### src/rtl/monolith_bars_seq.sv
// Sequential Bars layer of Monolith-31 over M31.
// A captured state has its first NUM_BARS elements replaced, LANES per cycle,
// by the limb-wise chi-like S-box map. The remaining elements pass through
// bit-exact. The result is held until the downstream handshake.

// One Bars lane: split into 8/8/8/7-bit limbs, S-box each, recompose.
module monolith_bars_lane (
  input  logic [30:0] i_x,
  output logic [30:0] o_y
);
  function automatic logic [7:0] sbox8(input logic [7:0] x);
    logic [7:0] nx, t, z;
    nx = ~x;
    t  = {nx[6:0], nx[7]} & {x[5:0], x[7:6]} & {x[4:0], x[7:5]};
    z  = x ^ t;
    return {z[6:0], z[7]};
  endfunction

  function automatic logic [6:0] sbox7(input logic [6:0] x);
    logic [6:0] nx, t, z;
    nx = ~x;
    t  = {nx[5:0], nx[6]} & {x[4:0], x[6:5]};
    z  = x ^ t;
    return {z[5:0], z[6]};
  endfunction

  // No modular reduction: 0x7FFFFFFF is processed like any other pattern.
  assign o_y = {sbox7(i_x[30:24]), sbox8(i_x[23:16]), sbox8(i_x[15:8]), sbox8(i_x[7:0])};
endmodule

module monolith_bars_seq #(
  parameter int STATE_WIDTH = 16,
  parameter int NUM_BARS    = 8,
  parameter int LANES       = 1
) (
  input  logic                      clk,
  input  logic                      rst_n,
  input  logic                      in_valid,
  output logic                      in_ready,
  input  logic [31*STATE_WIDTH-1:0] in_state,
  output logic                      out_valid,
  input  logic                      out_ready,
  output logic [31*STATE_WIDTH-1:0] out_state
);
  localparam int SAFE_L = (LANES == 0) ? 1 : LANES;
  localparam int N      = (NUM_BARS / SAFE_L < 1) ? 1 : NUM_BARS / SAFE_L;
  localparam int CW     = (N > 1) ? $clog2(N) : 1;

  if (NUM_BARS > STATE_WIDTH || LANES == 0 || (NUM_BARS % SAFE_L) != 0) begin : g_bad_params
    $error("monolith_bars_seq: need NUM_BARS <= STATE_WIDTH, LANES > 0, NUM_BARS %% LANES == 0");
  end

  typedef enum logic [1:0] {S_IDLE, S_RUN, S_DONE} state_t;

  state_t                             r_fsm, w_fsm_nxt;
  logic [CW-1:0]                      r_cnt;
  logic [STATE_WIDTH-1:0][30:0]       r_state;
  logic [LANES-1:0][30:0]             w_lane_in;
  logic [LANES-1:0][30:0]             w_lane_out;
  logic                               w_last;

  assign w_last    = (r_cnt == CW'(N-1));
  assign out_state = r_state;

  // Lane k works on element r_cnt*LANES+k; select it out of the state.
  always_comb begin
    w_lane_in = '0;
    for (int c = 0; c < N; c++)
      if (r_cnt == CW'(c))
        for (int k = 0; k < LANES; k++)
          w_lane_in[k] = r_state[c*LANES+k];
  end

  for (genvar k = 0; k < LANES; k++) begin : g_lane
    monolith_bars_lane u_lane (.i_x(w_lane_in[k]), .o_y(w_lane_out[k]));
  end

  // FSM state register.
  always_ff @(posedge clk or negedge rst_n) begin
    if (!rst_n) r_fsm <= S_IDLE;
    else        r_fsm <= w_fsm_nxt;
  end

  // FSM next-state: accept -> N run edges -> hold until out_ready.
  always_comb begin
    w_fsm_nxt = r_fsm;
    case (r_fsm)
      S_IDLE:  if (in_valid)  w_fsm_nxt = S_RUN;
      S_RUN:   if (w_last)    w_fsm_nxt = S_DONE;
      S_DONE:  if (out_ready) w_fsm_nxt = S_IDLE;
      default: w_fsm_nxt = S_IDLE;
    endcase
  end

  // FSM outputs: never ready while a result is pending, so no accept/emit overlap.
  always_comb begin
    in_ready  = (r_fsm == S_IDLE);
    out_valid = (r_fsm == S_DONE);
  end

  // Datapath: capture in IDLE, rewrite one lane group per RUN edge.
  always_ff @(posedge clk or negedge rst_n) begin
    if (!rst_n) begin
      r_state <= '0;
      r_cnt   <= '0;
    end else begin
      case (r_fsm)
        S_IDLE: if (in_valid) begin
          r_state <= in_state;
          r_cnt   <= '0;
        end
        S_RUN: begin
          for (int c = 0; c < N; c++)
            if (r_cnt == CW'(c))
              for (int k = 0; k < LANES; k++)
                r_state[c*LANES+k] <= w_lane_out[k];
          if (!w_last) r_cnt <= r_cnt + 1'b1;
        end
        default: ;
      endcase
    end
  end
endmodule

### config.mk
export PLATFORM = sky130hd
export DESIGN_NAME = monolith_bars_seq
export DESIGN_NICKNAME = d
export VERILOG_FILES = /design/src/rtl/monolith_bars_seq.sv
export SDC_FILE = /design/constraint.sdc
export NUM_CORES = 1
export LEC_CHECK = 0
export BUFFER_PORTS_ARGS = -buffer_cell sky130_fd_sc_hd__buf_2
export CORE_AREA = 2 2 386 388
export CTS_CLUSTER_DIAMETER = 60
export DETAILED_ROUTE_END_ITERATION = 8
export DIE_AREA = 0 0 388 390
export GPL_ROUTABILITY_DRIVEN = 0
export SLEW_MARGIN = 10
export SYNTH_ARGS = -nofsm -noshare
export SYNTH_HDL_FRONTEND = slang
export SYNTH_SLANG_ARGS = --single-unit
### constraint.sdc
create_clock -name clk -period 9.8 [get_ports clk]
set_clock_uncertainty 0.2 [all_clocks]
set_input_delay 1.47 -clock clk [delete_from_list [all_inputs] [get_ports clk]]
set_output_delay 1.47 -clock clk [all_outputs]
set_load 0.03 [all_outputs]
==> run_results.csv, run 1 <==
group,metric,value,unit
global_routing,grt_first_pass_wirelength,227000,um
sta,report.final.slew_viol_count,0,
sta,setup_tns,0,ns
sta,period_minus_slack,5.08,ns
detailed_routing,wl_met2,81600,um
synth,netlist.area_leader.share,52.7,%
layout,postLayoutCellArea,0.0336,mm2
clock_tree,clk-insertion-delay-late,0.68,ns
synth,synth_async_sr_flop_share,100,%
place,dp_hpwl,137000,um
power,leakage,16.5,nW
synth,synth.most_common_cell,"nand2_1",
critical_path,reg2regPathDepth,10,
detailed_routing,maxUsedRoutingLayer,"met5",
sta,fmax,0.197,GHz
critical_path,crit_arrival,5.40,ns
synth,syn-num-nets,3251,
detailed_routing,wl,172000,um
clock_tree,post_cts_buffers,0,
critical_path,crit_fanout,62,
die,die-area,0.151,mm2
clock_tree,cts_sinks,501,
global_routing,antenna_found_initial,102,
die,fp.dieW,388,um
die,num_io_pins,998,
detailed_routing,met1_length,64100,um
synth,avgSynthCellArea,8.67,um2
die,start_util,16.2,%
detailed_routing,detail-route-antenna-nets,0,
sta,hold_viol,0,
clock_tree,htree_levels,3,
detailed_routing,vias,26400,
clock_tree,numCtsBuffers,81,
power,p_per_area,489,mW/mm2
sta,rsz0062_at_grt,"no",
place,dp_slack,4.84,ns
clock_tree,clockBufferDepth,3,
power,finalPower,16.4,mW
detailed_routing,wire_per_inst,30.3,um
global_routing,grt_usage,21.8,%
global_routing,gr-total-overflow,0,
global_routing,grt_max_degree,195,
clock_tree,hold_buffers,0,
layout,multi_input_area,0.0104,mm2
die,core_area,0.147,mm2
global_routing,grt_pass1_vias,25300,
place,portBuffers,997,
sta,worst_slack,4.72,ns
clock_tree,cts-resized-gates,0,
synth,yosysUniqueCellTypes,86,
run_status,outcome,"complete, no violations",
power,peakVddDrop,0.192,mV
layout,drive_gt1_share,33.7,%
synth,ys_ff_latch,501,
synth,synth_seq_area_share,52.7,%
clock_tree,cts_tree,"built",
clock_tree,clkTransAtPathRegs,0.06,ns
clock_tree,root_buffer,"clkbuf_16",
synth,synth.area.top_cells,"dfrtp_1, nand2_1, o21ai_0",
synth,synthFlopType,"dfrtp_1",
critical_path,path_class,"flip-flop to flip-flop",
synth,syn_inst,2745,
detailed_routing,met3_wirelength,17900,um
min_path,hold_depth,2,
detailed_routing,detail_route.iter0.violations,2449,
place,dpl_cell_area,0.0308,mm2
synth,yosys_warnings,0,
sta,tightest_slew,1.23,ns
die,rows,141,
min_path,min_path_type,"flip-flop to flip-flop",
critical_path,reg2reg_slack,4.72,ns
layout,fin_util,22.8,%
layout,regArea,0.0125,mm2
synth,netlist_area,0.0238,mm2
sta,final-setup-viol-count,0,
layout,nets,4168,
layout,fillCellCount,16400,
synth,synth_common_cells,"nand2_1, dfrtp_1, o21ai_0",
sta,period_share,51.8,%
sta,slew_headroom,18.2,%
layout,syn_to_final_growth,41.0,%
die,fp.dieH,390,um
critical_path,end_kind,"flip-flop",
detailed_routing,dr.pass1.iters,9,
detailed_routing,drcViolationCount,0,
synth,synth_enable_flop_cells,0,
flow_run,max_cap_violations,0,
detailed_routing,viasPerCell,4.66,
critical_path,crit_required,10.12,ns
critical_path,startpoint_type,"flip-flop",
synth,netlist.top_cell.by_area,"dfrtp_1",
-- stage by stage --
stage / hold WS (ns) / cells
global placement: 0.252 / 5509
CTS: 0.270 / 5653
global route: 0.279 / 5660
finish: 0.265 / 5669
detailed placement: 0.257 / 5509
floorplan: 0.355 / 2745
-- layer usage --
layer	GRT usage (%)	vias to the layer above
li1	-	11300
met1	25.2	13100
met2	36.3	1590
met3	8.16	392
met4	9.06	86
met5	0	-
-- area by class of cell --
cell class / count / area share [%]
flip-flops and latches: 501 / 37.4
multi-input cells: 2014 / 31.0
repair buffers: 1025 / 15.7
well taps: 1930 / 7.20
clock buffers: 96 / 6.51
clock inverters: 48 / 1.65
inverters: 39 / 0.436
diodes: 16 / 0.119
-- final timing paths --
path,startpoint,endpoint
setup / recovery,r_cnt[2]$_DFFE_PN0P_,out_state[158]$_DFFE_PN0P_
hold reg to reg,out_state[303]$_DFFE_PN0P_,out_state[303]$_DFFE_PN0P_
setup reg to reg,r_cnt[2]$_DFFE_PN0P_,out_state[158]$_DFFE_PN0P_
hold / removal,out_state[303]$_DFFE_PN0P_,out_state[303]$_DFFE_PN0P_
min in group asynchronous,rst_n,out_state[490]$_DFFE_PN0P_
max in group asynchronous,rst_n,out_state[379]$_DFFE_PN0P_
-- registers in the layout, indices dropped and copies added (netlist names) --
signal / count
r_fsm: 2
r_cnt: 3
out_state: 496
-- where the power goes --
group          switching (mW)  leakage, nW  internal, mW  total, mW
logic                    6.91         9.08          2.33       9.24
registers                1.10         6.13          3.08       4.18
clock network            1.21         1.33          1.79       2.99
total                    9.21         16.5          7.20       16.4
-- placed cells by master (no fill, tap or decap), types with 37 or more instances in the layout --
cell,synthesis,layout
a21oi_1,159,158
a31oi_1,45,45
buf_2,28,996
clkbuf_16,0,83
dfrtp_1,501,500
inv_1,38,37
nand2_1,941,933
nor2_1,129,122
nor2b_1,39,37
o21ai_0,220,220
o21ai_1,45,45
o22ai_1,46,46
-- worst max-delay path: stages, from the launching register on --
cell and delay [ns]:
dfrtp_2 0.40, inv_2 0.51, ha_2 0.29, buf_4 0.57
or2_1 0.87, a221oi_1 0.12, o31ai_1 0.52, mux2i_1 0.22
nand4_1 0.11, nor3b_2 0.84, o21ai_0 0.25
-- logic make-up (layout without fill, tap and decap cells) --
family / count (synthesis) / in the layout / synth area share, %
AOI/OAI and AO/OA: 706 / 706 / 18.7
xor gates and xnor gates: 11 / 11 / 0.531
adders and majority gates: 6 / 6 / 0.315
other: 0 / 16 / 0
and+or+nand+nor: 1284 / 1284 / 23.3
muxes: 7 / 7 / 0.310
DFF: 501 / 501 / 52.7
buffers and inverters: 230 / 1208 / 4.15
Power figures use the tool's default switching activity.
==> run 2: changes to the inputs <==
--- a/config.mk
+++ b/config.mk
@@ -6,10 +6,10 @@
 export NUM_CORES = 1
 export LEC_CHECK = 0
 export BUFFER_PORTS_ARGS = -buffer_cell sky130_fd_sc_hd__buf_2
-export CORE_AREA = 2 2 386 388
+export CORE_AREA = 2 2 388 390
 export CTS_CLUSTER_DIAMETER = 60
 export DETAILED_ROUTE_END_ITERATION = 8
-export DIE_AREA = 0 0 388 390
+export DIE_AREA = 0 0 390 392
 export GPL_ROUTABILITY_DRIVEN = 0
 export SLEW_MARGIN = 10
 export SYNTH_ARGS = -nofsm -noshare
==> constraint.sdc (replaced) <==
create_clock -name clk -period 4.6 [get_ports clk]
set_clock_uncertainty 0.2 [all_clocks]
set_input_delay 0.69 -clock clk [delete_from_list [all_inputs] [get_ports clk]]
set_output_delay 0.69 -clock clk [all_outputs]
set_load 0.03 [all_outputs]
==> run_results.csv, run 2 (synthesis gave the netlist of run 1 again) <==
group,metric,value,unit
run_status,outcome,"complete, no violations",
critical_path,crit_required,4.91,ns
sta,fmax,0.246,GHz
critical_path,cp_slowest_cell,"nor3_2",
min_path,min_path_type,"primary input to flip-flop",
sta,final-setup-viol-count,0,
clock_tree,cts_tree,"built",
layout,final_cell_mix,"buf_2, nand2_1, dfrtp_1",
place,place_inst,5574,
critical_path,startpoint_type,"flip-flop",
layout,fillCellCount,16300,
place,portBuffers,997,
place,dpl_cell_area,0.0312,mm2
detailed_routing,dr.pass1.iters,6,
critical_path,r2r_start,"r_cnt[0]$_DFFE_PN0P_",
die,fp.dieH,392,um
layout,fin_cells,5948,
detailed_routing,wl,171000,um
clock_tree,cts-resized-gates,0,
global_routing,grt_pass1_vias,26500,
layout,nets,4426,
global_routing,grt_first_pass_wirelength,228000,um
power,p_seq_share,24.9,%
die,core_area,0.149,mm2
power,power.switching,19.9,mW
layout,drive_gt1_share,32.6,%
clock_tree,htree_levels,3,
power,netSwitchingFraction,55.9,%
layout,syn_to_final_growth,51.6,%
min_path,holdCritStartpoint,"in_state[444]",
sta,holdWs,0.0596,ns
detailed_routing,drcViolationCount,0,
detailed_routing,wire_per_inst,28.8,um
detailed_routing,vias,27400,
power,internal-power,15.8,mW
critical_path,cp_num_buf_inv,2,
clock_tree,post_cts_buffers,0,
clock_tree,hold_buffers,212,
layout,final_common_cell,"buf_2",
die,fp.dieW,390,um
clock_tree,clkTransAtPathRegs,0.06,ns
power,peakVddDrop,0.338,mV
flow_run,max_cap_violations,0,
detailed_routing,detail-route-antenna-nets,0,
detailed_routing,viasPerCell,4.61,
die,die-area,0.153,mm2
sta,hold_viol,0,
clock_tree,numCtsBuffers,76,
power,leakage,17.7,nW
clock_tree,cts_sinks,501,
critical_path,worstPathCellList,"inv_1 -> ha_4 -> buf_4 -> nand2b_1 -> a21oi_1 -> a311oi_1 -> o21bai_1 -> nor4_1 -> nor3_2 -> o31ai_1",
critical_path,crit_start,"r_cnt[0]$_DFFE_PN0P_",
power,clkPwrFrac,17.5,%
critical_path,end_kind,"flip-flop",
power,power.share.combinational,57.6,%
critical_path,crit_family,"simple AND/OR/NAND/NOR gates",
critical_path,crit_fanout,41,
sta,setup_tns,0,ns
sta,report.final.slew_viol_count,0,
critical_path,slowest_delay,0.75,ns
die,num_io_pins,998,
sta,rsz0062_at_grt,"no",
layout,largest_register_ffs,496,
place,dp_hpwl,137000,um
global_routing,antenna_found_initial,91,
die,start_util,16.0,%
global_routing,grt_usage,21.6,%
sta,slew_headroom,18.2,%
clock_tree,clockBufferDepth,3,
sta,period_minus_slack,4.06,ns
sta,period_share,88.2,%
clock_tree,clk-insertion-delay-late,0.69,ns
critical_path,path_class,"flip-flop to flip-flop",
die,rows,142,
clock_tree,root_buffer,"clkbuf_16",
sta,tightest_slew,1.23,ns
layout,fin_util,24.2,%
critical_path,crit_arrival,4.37,ns
detailed_routing,detail_route.iter0.violations,2731,
global_routing,grt_max_degree,209,
global_routing,gr-total-overflow,0,
power,p_per_area,990,mW/mm2
layout,postLayoutCellArea,0.0361,mm2
==> run 2: cell types whose count changed in the layout (fill, tap and decap cells not counted), sizes merged <==
cell,before,now
buf,1025,1076
bufinv,6,7
clkbuf,96,99
clkinv,14,13
clkinvlp,7,3
diode,16,21
dlygate4sd3,0,212
inv,60,58
==> run 2: power groups by stage <==
stage | combinational (mW) | clock (mW) | sequential, mW
global route | 21.7 | 6.54 | 9.06
finish | 20.6 | 6.24 | 8.90
global placement | 20.3 | 0 | 8.83
CTS | 20.7 | 6.37 | 8.82
floorplan | 7.71 | 0 | 12.0
detailed placement | 20.5 | 0 | 8.88
==> run 2: worst reg2reg max path, cell delays in order (launching register included) <==
cell and delay [ns]:
dfrtp_1 0.45, inv_1 0.15, ha_4 0.27, buf_4 0.41
nand2b_1 0.57, a21oi_1 0.09, a311oi_1 0.38, o21bai_1 0.29
nor4_1 0.12, nor3_2 0.75, o31ai_1 0.23
==> run 2: cell type report <==
| class | count | area (um2) | share of cell area [%] |
|---|---|---|---|
| clock buffer | 99 | 2130 | 5.90 |
| antenna | 21 | 52.6 | 0.146 |
| clock inverter | 42 | 548 | 1.52 |
| sequential | 501 | 12500 | 34.8 |
| tap | 1944 | 2430 | 6.74 |
| timing repair buffer | 1288 | 7820 | 21.7 |
| multi-input combinational | 2014 | 10400 | 28.9 |
| inverter | 39 | 146 | 0.406 |
==> run 2: worst paths after layout <==
path | endpoint | slack, ns | cells past startpoint
worst max register to register | out_state[231]$_DFFE_PN0P_ | 0.54 | 10
worst max-delay path | out_state[231]$_DFFE_PN0P_ | 0.54 | 10
max in group asynchronous | out_state[324]$_DFFE_PN0P_ | 2.75 | 3
min in group asynchronous | out_state[479]$_DFFE_PN0P_ | 0.40 | 2
worst min register to register | out_state[388]$_DFFE_PN0P_ | 0.27 | 2
worst min-delay path | out_state[444]$_DFFE_PN0P_ | 0.06 | 3
==> run 2: metal layers <==
metal	vias to the layer above	track usage [%]	share of wire [%]
met5	-	0	0.29
met3	402	7.93	11
li1	11800	-	-
met1	13500	25.6	38
met2	1643	34.8	46
met4	80	9.55	5.1
==> run 2: through the flow <==
step	total power, mW	setup slack, ns
global route	37.3	0.399
floorplan	19.7	1.35
finish	35.7	0.541
global placement	29.1	0.667
CTS	35.9	0.604
detailed placement	29.4	0.636
==> run 3: changes to the inputs <==
--- a/config.mk
+++ b/config.mk
@@ -11,6 +11,7 @@
 export DETAILED_ROUTE_END_ITERATION = 8
 export DIE_AREA = 0 0 390 392
 export GPL_ROUTABILITY_DRIVEN = 0
+export PLACE_DENSITY_LB_ADDON = 0.1
 export SLEW_MARGIN = 10
 export SYNTH_ARGS = -nofsm -noshare
 export SYNTH_HDL_FRONTEND = slang
==> run_results.csv, run 3 (synthesis gave the netlist of run 1 again) <==
group,metric,value,unit
detailed_routing,wl,167000,um
min_path,holdCritStartpoint,"in_state[416]",
sta,hold_viol,0,
critical_path,startpoint_type,"flip-flop",
sta,final-setup-viol-count,0,
place,portBuffers,997,
global_routing,gr-total-overflow,0,
clock_tree,post_cts_buffers,0,
power,p_per_area,977,mW/mm2
global_routing,grt_pass1_vias,27100,
sta,period_minus_slack,4.07,ns
power,leakage,18.1,nW
sta,rsz0062_at_grt,"no",
detailed_routing,detail_route.iter0.violations,1410,
clock_tree,clockBufferDepth,3,
clock_tree,cts_sinks,501,
die,core_area,0.149,mm2
die,rows,142,
die,fp.dieH,392,um
sta,setup_tns,0,ns
global_routing,grt_max_degree,154,
critical_path,crit_start,"r_cnt[0]$_DFFE_PN0P_",
sta,holdWs,0.0564,ns
clock_tree,htree_levels,3,
critical_path,crit_fanout,20,
global_routing,grt_usage,21.2,%
die,num_io_pins,998,
detailed_routing,vias,26000,
critical_path,end_kind,"flip-flop",
sta,fmax,0.246,GHz
layout,drive_gt1_share,32.9,%
detailed_routing,detail-route-antenna-nets,0,
clock_tree,numCtsBuffers,88,
sta,slew_headroom,23.8,%
critical_path,worstPathCellList,"inv_1 -> ha_4 -> nor2b_4 -> buf_4 -> a221o_1 -> a221oi_1 -> o21ai_1 -> buf_4 -> nand3b_1 -> xnor2_1 -> o21ai_0",
detailed_routing,wire_per_inst,27.8,um
layout,multi_input_area,0.0104,mm2
die,fp.dieW,390,um
layout,largest_register_ffs,496,
critical_path,critPathMostFrequentCell,"buf_4",
detailed_routing,dr.pass1.iters,5,
clock_tree,clk-insertion-delay-late,0.70,ns
layout,nets,4492,
critical_path,path_class,"flip-flop to flip-flop",
flow_run,max_cap_violations,0,
detailed_routing,drcViolationCount,0,
clock_tree,cts_tree,"built",
power,peakVddDrop,0.483,mV
sta,worst_slack,0.528,ns
die,start_util,16.0,%
critical_path,cp_slowest_cell,"xnor2_1",
critical_path,crit_arrival,4.39,ns
critical_path,slowest_delay,0.79,ns
clock_tree,root_buffer,"clkbuf_16",
detailed_routing,viasPerCell,4.33,
place,dp_hpwl,129000,um
place,dp_slack,0.534,ns
layout,regArea,0.0125,mm2
global_routing,antenna_found_initial,49,
sta,report.final.slew_viol_count,0,
critical_path,r2r_start,"r_cnt[0]$_DFFE_PN0P_",
clock_tree,clkTransAtPathRegs,0.05,ns
run_status,outcome,"complete, no violations",
global_routing,grt_first_pass_wirelength,227000,um
min_path,min_path_type,"primary input to flip-flop",
layout,final_common_cell,"buf_2",
sta,period_share,88.5,%
critical_path,crit_required,4.92,ns
layout,final_cell_mix,"buf_2, nand2_1, dfrtp_1",
power,finalPower,36.3,mW
layout,fillCellCount,16500,
sta,tightest_slew,1.14,ns
layout,syn_to_final_growth,56.0,%
die,die-area,0.153,mm2
==> run 3: changes by cell type in the layout (fill, tap and decap cells not counted), sizes merged <==
| cell | before | now |
|---|---|---|
| inv | 58 | 51 |
| diode | 21 | 9 |
| bufinv | 7 | 11 |
| clkinv | 13 | 22 |
| dlygate4sd3 | 212 | 255 |
| buf | 1076 | 1087 |
| clkinvlp | 3 | 10 |
| clkbuf | 99 | 107 |
==> run 3: critical path, delay by kind of cell, from the launching register on <==
kind                       cells  cell delay, ns
and+or+nand+nor                2            0.64
buffers and inverters          3            0.67
adders and majority gates      1            0.40
xor gates and xnor gates       1            0.79
DFF                            1            0.44
AOI/OAI and AO/OA              4            0.73
==> run 3: repair_timing <==
item,4_1_cts,5_1_grt
resized for setup,0,0
hold buffers,255,0
endpoints found under the hold margin,319,0
==> run 3: final cells by class <==
class,instances,share of cell area (%)
Antenna cell,9,0.0606
Clock buffer,107,6.45
Clock inverter,55,1.97
Inverter,39,0.394
Multi-Input combinational cell,2014,28.1
Sequential cell,501,33.8
Tap cell,1944,6.55
Timing Repair Buffer,1342,22.7
==> run 3: per-stage QoR <==
stage               util (%)  cell area (um2)  cells
global placement        21.1            31400   5585
detailed placement      21.1            31400   5585
floorplan                  -            23800   2745
CTS                     24.9            37100   6002
finish                  24.9            37100   6011
global route            24.9            37100   6007
==> run 3: worst paths after layout <==
check	end	slack [ns]	depth (start not counted)
hold / removal	out_state[416]$_DFFE_PN0P_	0.06	3
max in group asynchronous	out_state[403]$_DFFE_PN0P_	2.73	4
min in group asynchronous	out_state[449]$_DFFE_PN0P_	0.43	2
setup reg to reg	out_state[173]$_DFFE_PN0P_	0.53	11
hold reg to reg	out_state[432]$_DFFE_PN0P_	0.27	2
setup / recovery	out_state[173]$_DFFE_PN0P_	0.53	11
==> run 3: power breakdown <==
| part | internal [mW] | switching [mW] |
|---|---|---|
| clock network | 4.38 | 2.75 |
| registers | 6.57 | 2.34 |
| logic | 5.64 | 14.6 |
==> run 3: per-layer routing <==
layer	part of all wire (%)	GRT usage [%]	wire, um
met4	2.3	4.77	3850
met2	51	38.0	85100
met5	0.12	0	207
met3	7.1	5.85	11800
met1	40	24.9	66200
